`config.mk`:
```
export PLATFORM = sky130hd
export DESIGN_NAME = voice_mixer
export DESIGN_NICKNAME = d
export VERILOG_FILES = /design/src/rtl/synth_pkg.sv /design/src/rtl/serial_divider.sv /design/src/rtl/voice_mixer.sv
export SDC_FILE = /design/constraint.sdc
export NUM_CORES = 1
export LEC_CHECK = 0
export BUFFER_PORTS_ARGS = -buffer_cell sky130_fd_sc_hd__buf_4
export CAP_MARGIN = 10
export CORE_MARGIN = 2
export CORE_UTILIZATION = 58
export CTS_CLUSTER_SIZE = 20
export DETAILED_ROUTE_END_ITERATION = 10
export PLACE_DENSITY = 0.77
export SYNTH_ARGS = -nofsm -noshare
export SYNTH_HDL_FRONTEND = slang
export SYNTH_SLANG_ARGS = --single-unit
```
`constraint.sdc`:
```
create_clock -name clk -period 4.45 [get_ports clk]
set_clock_uncertainty 0.05 [all_clocks]
set_input_delay 0.445 -clock clk [delete_from_list [all_inputs] [get_ports clk]]
set_output_delay 0.445 -clock clk [all_outputs]
set_load 0.01 [all_outputs]
```
`src/rtl/synth_pkg.sv`:
```
// Shared types and constants for the synth voice path: sample width and the
// mixer state encoding (also used by benches to decode the debug state port).
package synth_pkg;

  localparam int SAMPLE_W = 8;

  typedef enum logic [1:0] {
    IDLE   = 2'd0,
    ACCUM  = 2'd1,
    DIVIDE = 2'd2,
    LOAD   = 2'd3
  } mixer_state_t;

endpackage

```
`src/rtl/serial_divider.sv`:
```
// Unsigned restoring divider, one quotient bit per clock, DIVIDEND_W steps.
// The first step executes on the start edge, so the result is final after DIVIDEND_W edges.
module serial_divider #(
  parameter int DIVIDEND_W = 10,
  parameter int DIVISOR_W  = 3
) (
  input  logic                  clk,
  input  logic                  nrst,
  input  logic                  start,
  input  logic [DIVIDEND_W-1:0] dividend,
  input  logic [DIVISOR_W-1:0]  divisor,
  output logic [DIVIDEND_W-1:0] quotient,
  output logic                  done
);

  localparam int CNT_W = $clog2(DIVIDEND_W + 1);

  logic [DIVIDEND_W-1:0] r_quo;
  logic [DIVISOR_W-1:0]  r_rem;
  logic [DIVISOR_W-1:0]  r_div;
  logic                  r_zero;
  logic                  r_busy;
  logic [CNT_W-1:0]      r_cnt;

  logic [DIVIDEND_W-1:0] w_quo_in;
  logic [DIVISOR_W-1:0]  w_rem_in;
  logic [DIVISOR_W-1:0]  w_div_in;
  logic [DIVISOR_W:0]    w_trial;
  logic [DIVISOR_W:0]    w_diff;
  logic                  w_ge;
  logic [DIVISOR_W-1:0]  w_rem_next;

  // On start the step works straight from the inputs instead of the registers.
  assign w_quo_in   = start ? dividend : r_quo;
  assign w_rem_in   = start ? '0 : r_rem;
  assign w_div_in   = start ? divisor : r_div;
  assign w_trial    = {w_rem_in, w_quo_in[DIVIDEND_W-1]};
  assign w_ge       = (w_trial >= {1'b0, w_div_in});
  assign w_diff     = w_trial - {1'b0, w_div_in};
  assign w_rem_next = w_ge ? w_diff[DIVISOR_W-1:0] : w_trial[DIVISOR_W-1:0];

  always_ff @(posedge clk or negedge nrst) begin
    if (!nrst) begin
      r_quo  <= '0;
      r_rem  <= '0;
      r_div  <= '0;
      r_zero <= 1'b0;
      r_busy <= 1'b0;
      r_cnt  <= '0;
    end else begin
      if (start) begin
        r_div  <= divisor;
        r_zero <= (divisor == '0);
        r_busy <= 1'b1;
        r_cnt  <= CNT_W'(DIVIDEND_W - 1);
      end else if (r_busy) begin
        r_cnt <= r_cnt - 1'b1;
        if (r_cnt == CNT_W'(1)) begin
          r_busy <= 1'b0;
        end
      end
      if (start || r_busy) begin
        r_quo <= {w_quo_in[DIVIDEND_W-2:0], w_ge};
        r_rem <= w_rem_next;
      end
    end
  end

  // done marks the cycle whose closing edge performs the final step.
  assign done     = r_busy && (r_cnt == CNT_W'(1));
  assign quotient = r_zero ? '0 : r_quo;

endmodule

```
`src/rtl/voice_mixer.sv`:
```
// Averages the active voice samples once per sample strobe: snapshot, serial sum,
// serial divide by the active count, then a registered clamped result for the PWM stage.
module voice_mixer #(
  parameter int NUM_VOICES = 4,
  parameter int SAMPLE_W   = synth_pkg::SAMPLE_W,
  parameter int ACC_W      = SAMPLE_W + $clog2(NUM_VOICES)
) (
  input  logic                           clk,
  input  logic                           nrst,
  input  logic                           enable,
  input  logic                           sample_strobe,
  input  logic [NUM_VOICES*SAMPLE_W-1:0] voice_samples,
  input  logic [NUM_VOICES-1:0]          voice_active,
  output logic [SAMPLE_W-1:0]            mixed_sample,
  output logic                           mix_valid,
  output logic                           busy,
  output logic                           overrun,
  output synth_pkg::mixer_state_t        dbg_state
);

  import synth_pkg::*;

  localparam int IDX_W = $clog2(NUM_VOICES);
  localparam int CNT_W = IDX_W + 1;

  // Handshake: sample_strobe is accepted only in IDLE; a strobe seen while busy is
  // dropped and flagged on overrun. mix_valid is a one-cycle pulse with no ready
  // back-pressure; mixed_sample holds its value until the next pulse.
  mixer_state_t                    r_state;
  logic [NUM_VOICES*SAMPLE_W-1:0]  r_samples;
  logic [NUM_VOICES-1:0]           r_active;
  logic [ACC_W-1:0]                r_acc;
  logic [CNT_W-1:0]                r_count;
  logic [IDX_W-1:0]                r_idx;
  logic                            r_div_first;
  logic [SAMPLE_W-1:0]             r_mixed;
  logic                            r_mix_valid;
  logic                            r_overrun;

  logic [SAMPLE_W-1:0]             w_sample;
  logic                            w_voice_on;
  logic                            w_last;
  logic                            w_div_start;
  logic                            w_div_done;
  logic [ACC_W-1:0]                w_quotient;
  logic [SAMPLE_W-1:0]             w_clamped;

  assign w_sample    = r_samples[r_idx*SAMPLE_W +: SAMPLE_W];
  assign w_voice_on  = r_active[r_idx];
  assign w_last      = (r_idx == IDX_W'(NUM_VOICES - 1));
  assign w_div_start = (r_state == DIVIDE) && r_div_first;
  assign w_clamped   = (|w_quotient[ACC_W-1:SAMPLE_W]) ? '1 : w_quotient[SAMPLE_W-1:0];

  serial_divider #(
    .DIVIDEND_W (ACC_W),
    .DIVISOR_W  (CNT_W)
  ) u_div (
    .clk      (clk),
    .nrst     (nrst),
    .start    (w_div_start),
    .dividend (r_acc),
    .divisor  (r_count),
    .quotient (w_quotient),
    .done     (w_div_done)
  );

  always_ff @(posedge clk or negedge nrst) begin
    if (!nrst) begin
      r_state     <= IDLE;
      r_samples   <= '0;
      r_active    <= '0;
      r_acc       <= '0;
      r_count     <= '0;
      r_idx       <= '0;
      r_div_first <= 1'b0;
      r_mixed     <= '0;
      r_mix_valid <= 1'b0;
      r_overrun   <= 1'b0;
    end else if (!enable) begin
      // Disabled means silence, matching the PWM stage's idle output.
      r_state     <= IDLE;
      r_div_first <= 1'b0;
      r_mixed     <= '0;
      r_mix_valid <= 1'b0;
      r_overrun   <= 1'b0;
    end else begin
      r_mix_valid <= 1'b0;
      r_overrun   <= sample_strobe && (r_state != IDLE);
      case (r_state)
        IDLE: begin
          if (sample_strobe) begin
            r_samples <= voice_samples;
            r_active  <= voice_active;
            r_acc     <= '0;
            r_count   <= '0;
            r_idx     <= '0;
            r_state   <= ACCUM;
          end
        end
        ACCUM: begin
          if (w_voice_on) begin
            r_acc   <= r_acc + {{(ACC_W-SAMPLE_W){1'b0}}, w_sample};
            r_count <= r_count + 1'b1;
          end
          r_idx <= r_idx + 1'b1;
          if (w_last) begin
            r_div_first <= 1'b1;
            r_state     <= DIVIDE;
          end
        end
        DIVIDE: begin
          r_div_first <= 1'b0;
          if (!r_div_first && w_div_done) begin
            r_state <= LOAD;
          end
        end
        LOAD: begin
          r_mixed     <= w_clamped;
          r_mix_valid <= 1'b1;
          r_state     <= IDLE;
        end
        default: r_state <= IDLE;
      endcase
    end
  end

  assign mixed_sample = r_mixed;
  assign mix_valid    = r_mix_valid;
  assign busy         = (r_state != IDLE);
  assign overrun      = r_overrun;
  assign dbg_state    = r_state;

endmodule
```
# Word-level counts from Yosys, hierarchy flattened
# Index checks and enable logic that the tools add are counted.
dict set report op_classes {
  add_sub_neg 5
  mul 0
  div_mod_pow 0
  magnitude_cmp 2
  n_eq_ne 12
  shift 1
  n_mux 34
  n_bitwise 0
  reduce_logical 17
}
# op n
set ops {}
lappend ops {{$mux W10} 4}
lappend ops {{$shiftx A32 B6 Y8} 1}
lappend ops {{$mux W8} 3}
lappend ops {{$pmux W10 S2} 1}
lappend ops {{$mux W3} 5}
lappend ops {{$add A10 B8 Y10} 1}
lappend ops {{$mux W2} 5}
lappend ops {{$mux W1} 9}
lappend ops {{$reduce_and A3 Y1} 3}
lappend ops {{$mux W4} 2}
lappend ops {{$pmux W2 S4} 1}
lappend ops {{$eq A2 B2 Y1 const B} 3}
lappend ops {{$ne A3 B3 Y1 const B} 2}
lappend ops {{$pmux W3 S2} 1}
lappend ops {{$reduce_bool A2 Y1} 3}
lappend ops {{$eq A4 B1 Y1 const B} 1}
lappend ops {{$ge A4 B3 Y1} 1}
lappend ops {{$logic_and A1 B1 Y1} 4}
lappend ops {{$ne A2 B2 Y1 const B} 2}
lappend ops {{$pmux W2 S2} 1}
lappend ops {{$reduce_and A4 Y1} 1}
lappend ops {{$sub A4 B1 Y4 const B} 1}
lappend ops {{$add A3 B1 Y3 const B} 1}
lappend ops {{$logic_not A3 Y1} 1}
lappend ops {{14 further kinds} 14}
dict set report word_totals {
  regBits 86
  latch_bits 0
  ram_bits 0
  mem_bits_ro 0
  inputBits 40
  out_inout_bits 13
  wordCells 87
  n_memories 0
}

# Depth between registers and ports, before layout
# Gate-level depths: netlist (run 1).
dict set report depth {
  depth_word 6
  depth_mapped 13
}

# By module
# Synthesis (run 1) repeated with hierarchy kept, for this count alone.
dict set report hier_totals {
  hier_cells 380
  hier_area_um2 4396.7
}
# module n_inst cells_per_inst area_per_inst_um2
set modules_own_cells {}
lappend modules_own_cells {voice_mixer 1 251 3119.2}
lappend modules_own_cells {serial_divider 1 129 1277.5}

# Worst setup path after synthesis (run 1)
# No wires, ideal clock.
dict set report synth_path {
  kind {register to register}
  from {register r_state[0] (netlist: dbg_state[0])}
  to {register u_div.r_rem[2]}
  arrival_time_ns 3.087
  t_required_ns 4.275
  path_slack_ns 1.188
  path_stages_with_launch 14
  cell_sequence {dfrtp_1 > inv_1 > ha_1 > nand2_1 > buf_1 > clkbuf_1 > nand2_1 > o21ai_0 > ha_1 > fa_1 > nand2_1 > a221oi_2 > mux2_2 > mux2_2}
}
dict set report synth_between {
  elab_chain_len 5
  word_cells_on_any_way 9
}
# item line
set synth_rtl {}
lappend synth_rtl {{start: declaration} voice_mixer.sv:29} ;# mixer_state_t r_state;
lappend synth_rtl {{start signal: assignment} voice_mixer.sv:69} ;# r_state <= IDLE;
lappend synth_rtl {{start signal: assignment} voice_mixer.sv:81} ;# r_state <= IDLE;
lappend synth_rtl {{start signal: assignment} voice_mixer.sv:97} ;# r_state <= ACCUM;
lappend synth_rtl {{$eq A2 B2 Y1 *} voice_mixer.sv:51} ;# assign w_div_start = (r_state == DIVIDE) && r_div_first;
lappend synth_rtl {{$logic_and A1 B1 Y1 *} voice_mixer.sv:51}
lappend synth_rtl {{$mux W3 *} serial_divider.sv:36} ;# assign w_div_in = start ? divisor : r_div;
lappend synth_rtl {{net u_div.w_div_in[0]} serial_divider.sv:27} ;# logic [DIVISOR_W-1:0] w_div_in;
lappend synth_rtl {{$ge A4 B3 Y1 or $sub A3 B3 Y3 (tied branches)} {serial_divider.sv:38, serial_divider.sv:39}}
lappend synth_rtl {{$mux W3 *} serial_divider.sv:40} ;# assign w_rem_next = w_ge ? w_diff[DIVISOR_W-1:0] : w_trial[DIVISOR_W-1:0];
lappend synth_rtl {{end signal: assignment} serial_divider.sv:64} ;# r_rem <= w_rem_next;
lappend synth_rtl {{end: declaration} serial_divider.sv:19} ;# logic [DIVISOR_W-1:0] r_rem;
# Mark *: on every way through the listed nets, which the timed path passes. The rest lies on a longest branch.
# A chain may end at the register's enable or synchronous reset.

# Worst setup path in the final report (run 1)
# Ends and elaborated chain as after synthesis.

==> flow_metrics.py, run 1 <==
metrics = {
    "worst_setup_path": {
        "crit_type": "reg2reg",
        "cp.required_ns": 4.63,
        "end_kind": "register",
        "startpoint": "dbg_state[0]",
        "cp_slowest_stage_delay_ns": 0.42,
        "critical_path.max_fanout": 9,
        "crit_chain": "inv_1 -> ha_1 -> nand2_1 -> o21ai_0 -> ha_1 -> fa_1 -> nand2_1 -> a221oi_2 -> mux2_2 -> mux2_2",
        "critPathSlowestCell": "dfrtp_1",
        "reg2reg_from": "dbg_state[0]",
        "worstSetupStartpointType": "register",
        "worstPathArrival_ns": 3.32,
        "worstRegToRegCells": 10,
    },
    "synthesis": {
        "synth_flop_cell": "dfrtp_1",
        "synth_seq_cells": 86,
        "synthCells": 365,
        "ys_warn_count": 0,
        "synth_nets": 427,
        "yosysTopAreaCell": "dfrtp_1",
        "netlist_area_um2": 4300,
        "async_reset_ff_share_pct": 100,
        "ys_top_cells_by_area": "dfrtp_1 50%, mux2_2 10%, ha_1 5.8%, mux2i_1 5.8%, mux4_2 4.7%",
        "synth_commonest_cells": "86 x dfrtp_1, 40 x mux2_2, 31 x nor2_1, 25 x mux2i_1, 25 x nand2_1",
        "synth_top_cell_area_share_pct": 50.0,
        "synth_edf_count": 0,
        "yosysSeqAreaShare_pct": 50.0,
        "yosysMostFrequentCell": "dfrtp_1",
        "postSynthAreaPerCell_um2": 11.8,
        "netlist-cell-type-count": 41,
    },
    "cts": {
        "clk_pin_slew_worst_paths_ns": 0.08,
        "clockBufferDepth": 2,
        "postCtsSetupBuffers": 0,
        "insertion_delay_ns": 0.34,
        "cts-root-buf": "clkbuf_8",
        "cts.sinks": 86,
        "cts_buffers": 9,
        "cts_max_level": 3,
        "cts_tree": "built",
        "postCtsResizedCells": 0,
        "ctsHoldBuffers": 0,
    },
    "place": {
        "place_ws_ns": 1.29,
        "finalWeightedCongestion": 0.819,
        "numPortBuffers": 52,
        "dpl.hpwl_um": 5790,
    },
    "grt": {
        "grt_pass1_vias": 2900,
        "globalRouteOverflowTotal": 0,
        "grt_start_max_net_pins": 47,
        "grt_pass1_wl_um": 13500,
        "track_usage_pct": 20.6,
        "antenna_found_initial": 0,
    },
    "timing": {
        "finalSetupTns_ns": 0,
        "tightest_slew_ns": 0.677,
        "fmax_mhz": 318,
        "relSlewSlack_pct": 54.9,
        "drv_slew": 0,
        "fin_ws_ns": 1.31,
        "hold_viol": 0,
        "setup_viol": 0,
        "fin_crit_ns": 3.14,
        "period_share_pct": 70.6,
        "rsz0062_at_grt": "no",
    },
    "final_layout": {
        "finish.utilization_pct": 69.6,
        "drive_gt1_share_pct": 28.8,
        "fin_nets": 477,
        "diodes": 0,
        "area_growth_pct": 16.7,
    },
    "detailed_routing": {
        "wl_per_cell_um": 15.3,
        "firstDrtPassIters": 5,
        "wirelength_um": 7920,
        "drt_iter0_markers": 138,
        "vias_per_cell": 5.47,
        "drc": 0,
        "num_vias": 2841,
        "ant_nets": 0,
    },
    "die": {
        "io-pin-count": 53,
        "rows": 31,
        "coreArea_um2": 7210,
        "initial_core_util_pct": 59.6,
        "die_area_um2": 8120,
        "dieWidth_um": 90.1,
        "die-height_um": 90.1,
    },
    "power_and_ir_drop": {
        "power_density_nw_per_um2": 647,
        "ir_worst_vdd_v": 0.000340,
        "power.total_w": 0.00325,
        "leakagePower_nw": 2.42,
    },
    "worst_hold_path": {
        "hold_path.class": "in2async",
    },
    "outcome": {
        "outcome": "completed",
    },
    "job": {
        "max-cap-violations": 0,
    },
}
==> per-layer routing <==
metal	vias up	track usage [%]	share of wire [%]
met5	-	0	0
met4	0	10.3	2.3
met3	12	3.27	3.2
met2	62	33.1	49
met1	1386	27.4	46
li1	1381	-	-
==> path summary, 6_finish.rpt <==
check	endpoint	slack, ns
worst max-delay path	u_div.r_rem[2]	1.31
worst min-delay path	dbg_state[1]	0.02
worst max register to register	u_div.r_rem[2]	1.31
worst min register to register	u_div.r_div[2]	0.45
max in group asynchronous	u_div.r_quo[9]	3.37
min in group clk	r_samples[18]	0.28
==> layout by cell type (no fill, tap or decap), types with 2 or more instances in the layout <==
| master | n |
|---|---|
| bufinv_16 | 3 |
| a32o_1 | 2 |
| mux2i_1 | 25 |
| inv_1 | 18 |
| or3_1 | 3 |
| buf_4 | 55 |
| nor4_1 | 2 |
| xor2_1 | 4 |
| a22o_1 | 3 |
| ha_1 | 20 |
| a21o_1 | 3 |
| and2_1 | 3 |
| clkbuf_1 | 2 |
| mux2_2 | 40 |
| fa_1 | 2 |
| dfrtp_1 | 86 |
| xnor2_1 | 4 |
| nand4_1 | 2 |
| a21oi_1 | 20 |
| mux4_2 | 9 |
| o21ai_0 | 17 |
| nor2_1 | 31 |
| nand2_1 | 25 |
| clkbuf_8 | 11 |
| nor2b_1 | 8 |
| o211a_1 | 2 |
| a211o_1 | 2 |
| nand2b_1 | 5 |
==> worst max-delay path: cells and delay by family, from the launching register on <==
family / cells / cell delay, ns
AO/OA/AOI/OAI: 2 / 0.74
adder cells (fa/ha/maj): 3 / 0.70
multiplexers: 2 / 0.64
flip-flops: 1 / 0.42
AND/OR/NAND/NOR: 2 / 0.35
buffers and inverters: 1 / 0.13
==> cell families (layout without fill, tap and decap cells) <==
kind of cell	Yosys count	after routing	synth area share [%]
buf+inv	34	89	3.17
flops	86	86	50.0
compound gates	58	58	8.61
xor+xnor	8	8	1.63
fa+ha+maj	22	22	6.75
mux	74	74	21.0
simple gates	83	83	8.84
==> metrics by stage <==
| step | cell area (um2) | hold WS (ns) | instances |
|---|---|---|---|
| detailed placement | 4770 | 0.403 | 503 |
| finish | 5020 | 0.0203 | 519 |
| global placement | 4770 | 0.397 | 503 |
| floorplan | 4300 | 0.0994 | 365 |
| global route | 5020 | 0.0449 | 519 |
| CTS | 5020 | 0.0255 | 519 |
==> flip-flops by register name, indices dropped and copies added, names as in the netlist, 2 cells and up <==
signal	count
dbg_state	2
u_div.r_quo	10
u_div.r_cnt	4
u_div.r_rem	3
r_count	3
mixed_sample	8
r_acc	10
r_samples	32
u_div.r_div	3
r_active	4
r_idx	2
==> area by class of cell <==
class                   instances  area (um2)
fillers                       556        2190
flip-flops and latches         86        2150
multi-input cells             245        2010
repair buffers                 55         413
clock buffers                  13         159
well taps                      99         124
clock inverters                 3        90.1
inverters                      18        67.6
==> power by group <==
group | leakage, nW | switching, W | internal (W)
Clock | 0.124 | 0.000259 | 0.000405
Combinational | 1.20 | 0.000577 | 0.000676
Sequential | 1.10 | 0.000252 | 0.00108
No activity file was read; power rests on OpenSTA's default activity.
==> run 2, diff against run 1 <==
Settings changed: CORE_UTILIZATION 58 to 52, PLACE_DENSITY 0.77 to 0.72.
Clock period 4.45 ns to 2.7 ns, I/O delays scaled along.
==> run 2 against run 1 <==
- largest power group is now combinational logic
- sequential power rose by 62%
- register-to-register slack got worse by 1.2 ns
- setup slack got worse by 1.2 ns
- hold slack improved by 0.086 ns
- count of clock-buffer cells in the layout fell by 1
- via count rose by 0.42%
- die area rose by 11%
- first-iteration DRC count fell by 14%
- sequential share of layout area fell by 1.1 points
- largest cell class unchanged
- critical endpoint unchanged
==> flow_metrics.py, run 2 (synthesis gave the netlist of run 1 again) <==
metrics = {
    "power_and_ir_drop": {
        "swShare_pct": 34.7,
        "ir_worst_vdd_v": 0.000471,
        "power.internal_w": 0.00349,
        "seq_power_share_pct": 40.4,
        "clkPwrFrac_pct": 17.0,
        "p_switching_w": 0.00185,
        "leakagePower_nw": 2.46,
        "combinationalPowerShare_pct": 42.5,
        "power_density_nw_per_um2": 1040,
    },
    "grt": {
        "grt_pass1_wl_um": 13300,
        "globalRouteOverflowTotal": 0,
        "antenna_found_initial": 0,
        "grt_pass1_vias": 2730,
        "track_usage_pct": 19.2,
        "grt_start_max_net_pins": 46,
    },
    "final_layout": {
        "largest_register_ffs": 32,
        "layout_common_cells": "86 x dfrtp_1, 62 x buf_4, 39 x mux2_2",
        "diodes": 0,
        "final_common_cell": "dfrtp_1",
        "regMostFlops": "r_samples",
        "area_growth_pct": 19.7,
        "fin_nets": 486,
        "drive_gt1_share_pct": 33.6,
        "top_regs": "r_samples (32), r_acc (10), u_div.r_quo (10)",
        "fillers": 646,
        "finish.utilization_pct": 63.3,
    },
    "job": {
        "max-cap-violations": 0,
    },
    "worst_setup_path": {
        "crit_type": "reg2reg",
        "end_kind": "register",
        "critPathSlowestCell": "dfrtp_1",
        "reg2reg_from": "dbg_state[0]",
        "cp.required_ns": 2.88,
        "worstSetupStartpointType": "register",
        "cp_slowest_stage_delay_ns": 0.42,
        "startpoint": "dbg_state[0]",
        "crit_chain": "inv_2 -> ha_4 -> nand2_8 -> mux2i_2 -> ha_2 -> fa_2 -> nand2_2 -> a221oi_4 -> mux2_4 -> mux2_2",
        "worstRegToRegCells": 10,
        "crit_path_end": "u_div.r_rem[2]",
        "worstPathArrival_ns": 2.78,
        "critical_path.max_fanout": 9,
        "ff2ff_setup_slack_ns": 0.1,
        "timing.rr.end": "u_div.r_rem[2]",
    },
    "place": {
        "numPortBuffers": 52,
        "dpl.hpwl_um": 5800,
        "finalWeightedCongestion": 0.738,
    },
    "die": {
        "die_area_um2": 9020,
        "io-pin-count": 53,
        "rows": 33,
        "dieWidth_um": 95.0,
        "coreArea_um2": 8130,
        "die-height_um": 95.0,
        "initial_core_util_pct": 52.9,
    },
    "outcome": {
        "outcome": "completed",
    },
    "cts": {
        "clockBufferDepth": 2,
        "clk_pin_slew_worst_paths_ns": 0.09,
        "cts_tree": "built",
        "cts.sinks": 86,
        "cts-root-buf": "clkbuf_8",
        "cts_max_level": 3,
        "cts_buffers": 9,
        "insertion_delay_ns": 0.34,
    },
    "worst_hold_path": {
        "hold_path.class": "in2reg",
        "hold_depth": 2,
    },
    "detailed_routing": {
        "drt_iter0_markers": 119,
        "wl_per_cell_um": 14.9,
        "drc": 0,
        "vias_per_cell": 5.34,
        "wirelength_um": 7960,
        "firstDrtPassIters": 4,
        "ant_nets": 0,
        "num_vias": 2853,
    },
    "timing": {
        "hold_viol": 0,
        "setup_viol": 0,
        "fmax_mhz": 384,
        "tightest_slew_ns": 0.679,
        "finalSetupTns_ns": 0,
        "drv_slew": 0,
        "period_share_pct": 96.4,
        "relSlewSlack_pct": 54.7,
        "fin_crit_ns": 2.60,
    },
}
==> run 2: changes by cell type in the layout (fill, tap and decap cells not counted), sizes merged <==
cell,previous run,this run
dlygate4sd3,0,1
buf,55,63
clkinv,0,3
bufinv,3,1
clkbuf,13,12
==> run 2: how the worst min path moves through the flow <==
stage | startpoint | to | slack [ns]
3_5_place_dp | nrst | mixed_sample[2] | 0.26
4_1_cts | voice_samples[13] | r_samples[13] | 0.09
6_report | voice_active[3] | r_active[3] | 0.11
3_3_place_gp | nrst | mix_valid | 0.25
2_1_floorplan | nrst | dbg_state[0] | -0.08
5_1_grt | voice_samples[5] | r_samples[5] | 0.08
==> run 2: worst max-delay path, delay by kind of cell, from the launching register on <==
kind	cells	cell delay, ns
flops	1	0.42
buf+inv	1	0.09
simple gates	2	0.17
fa+ha+maj	3	0.61
compound gates	1	0.30
mux	3	0.84
==> run 2: power groups by stage <==
| stage | sequential [W] | clock (W) | combinational (W) |
|---|---|---|---|
| after floorplan | 0.00203 | 0 | 0.00174 |
| after detailed placement | 0.00218 | 0 | 0.00217 |
| after global routing | 0.00223 | 0.00101 | 0.00255 |
| after global placement | 0.00216 | 0 | 0.00211 |
| after CTS | 0.00215 | 0.000942 | 0.00219 |
| final | 0.00216 | 0.000911 | 0.00228 |
==> run 2: final cells by class <==
| type | instances | area (um2) | share of cell area, % |
|---|---|---|---|
| sequential | 86 | 2150 | 41.8 |
| clock buffer | 12 | 155 | 3.01 |
| timing repair buffer | 64 | 495 | 9.62 |
| multi-input combinational | 245 | 2110 | 40.9 |
| tap | 105 | 131 | 2.55 |
| clock inverter | 4 | 45.0 | 0.874 |
| inverter | 18 | 67.6 | 1.31 |
==> run 2: layer usage <==
metal | part of all wire [%] | global-route usage, % | vias up
met3 | 3.0 | 4.47 | 8
met2 | 49 | 30.4 | 48
met1 | 47 | 26.9 | 1399
li1 | - | - | 1398
met4 | 1.2 | 4.59 | 0
met5 | 0 | 0 | -
==> run 2: repair_timing <==
item,CTS,global route
hold buffers,1,0
resized for setup,0,9
buffers inserted,0,4
endpoints found under the setup margin,0,6
hold endpoints to repair,43,0
==> run 2: through the flow <==
step | hold WS, ns | area, um2 | setup WS [ns] | std cells | power (W)
floorplan | -0.0756 | 4370 | -0.00920 | 365 | 0.00377
global placement | 0.249 | 4870 | 0.149 | 513 | 0.00427
detailed placement | 0.255 | 4870 | 0.0538 | 513 | 0.00435
CTS | 0.0871 | 5080 | 0.0190 | 530 | 0.00528
global route | 0.0842 | 5150 | -0.00762 | 534 | 0.00578
finish | 0.106 | 5150 | 0.0980 | 534 | 0.00535
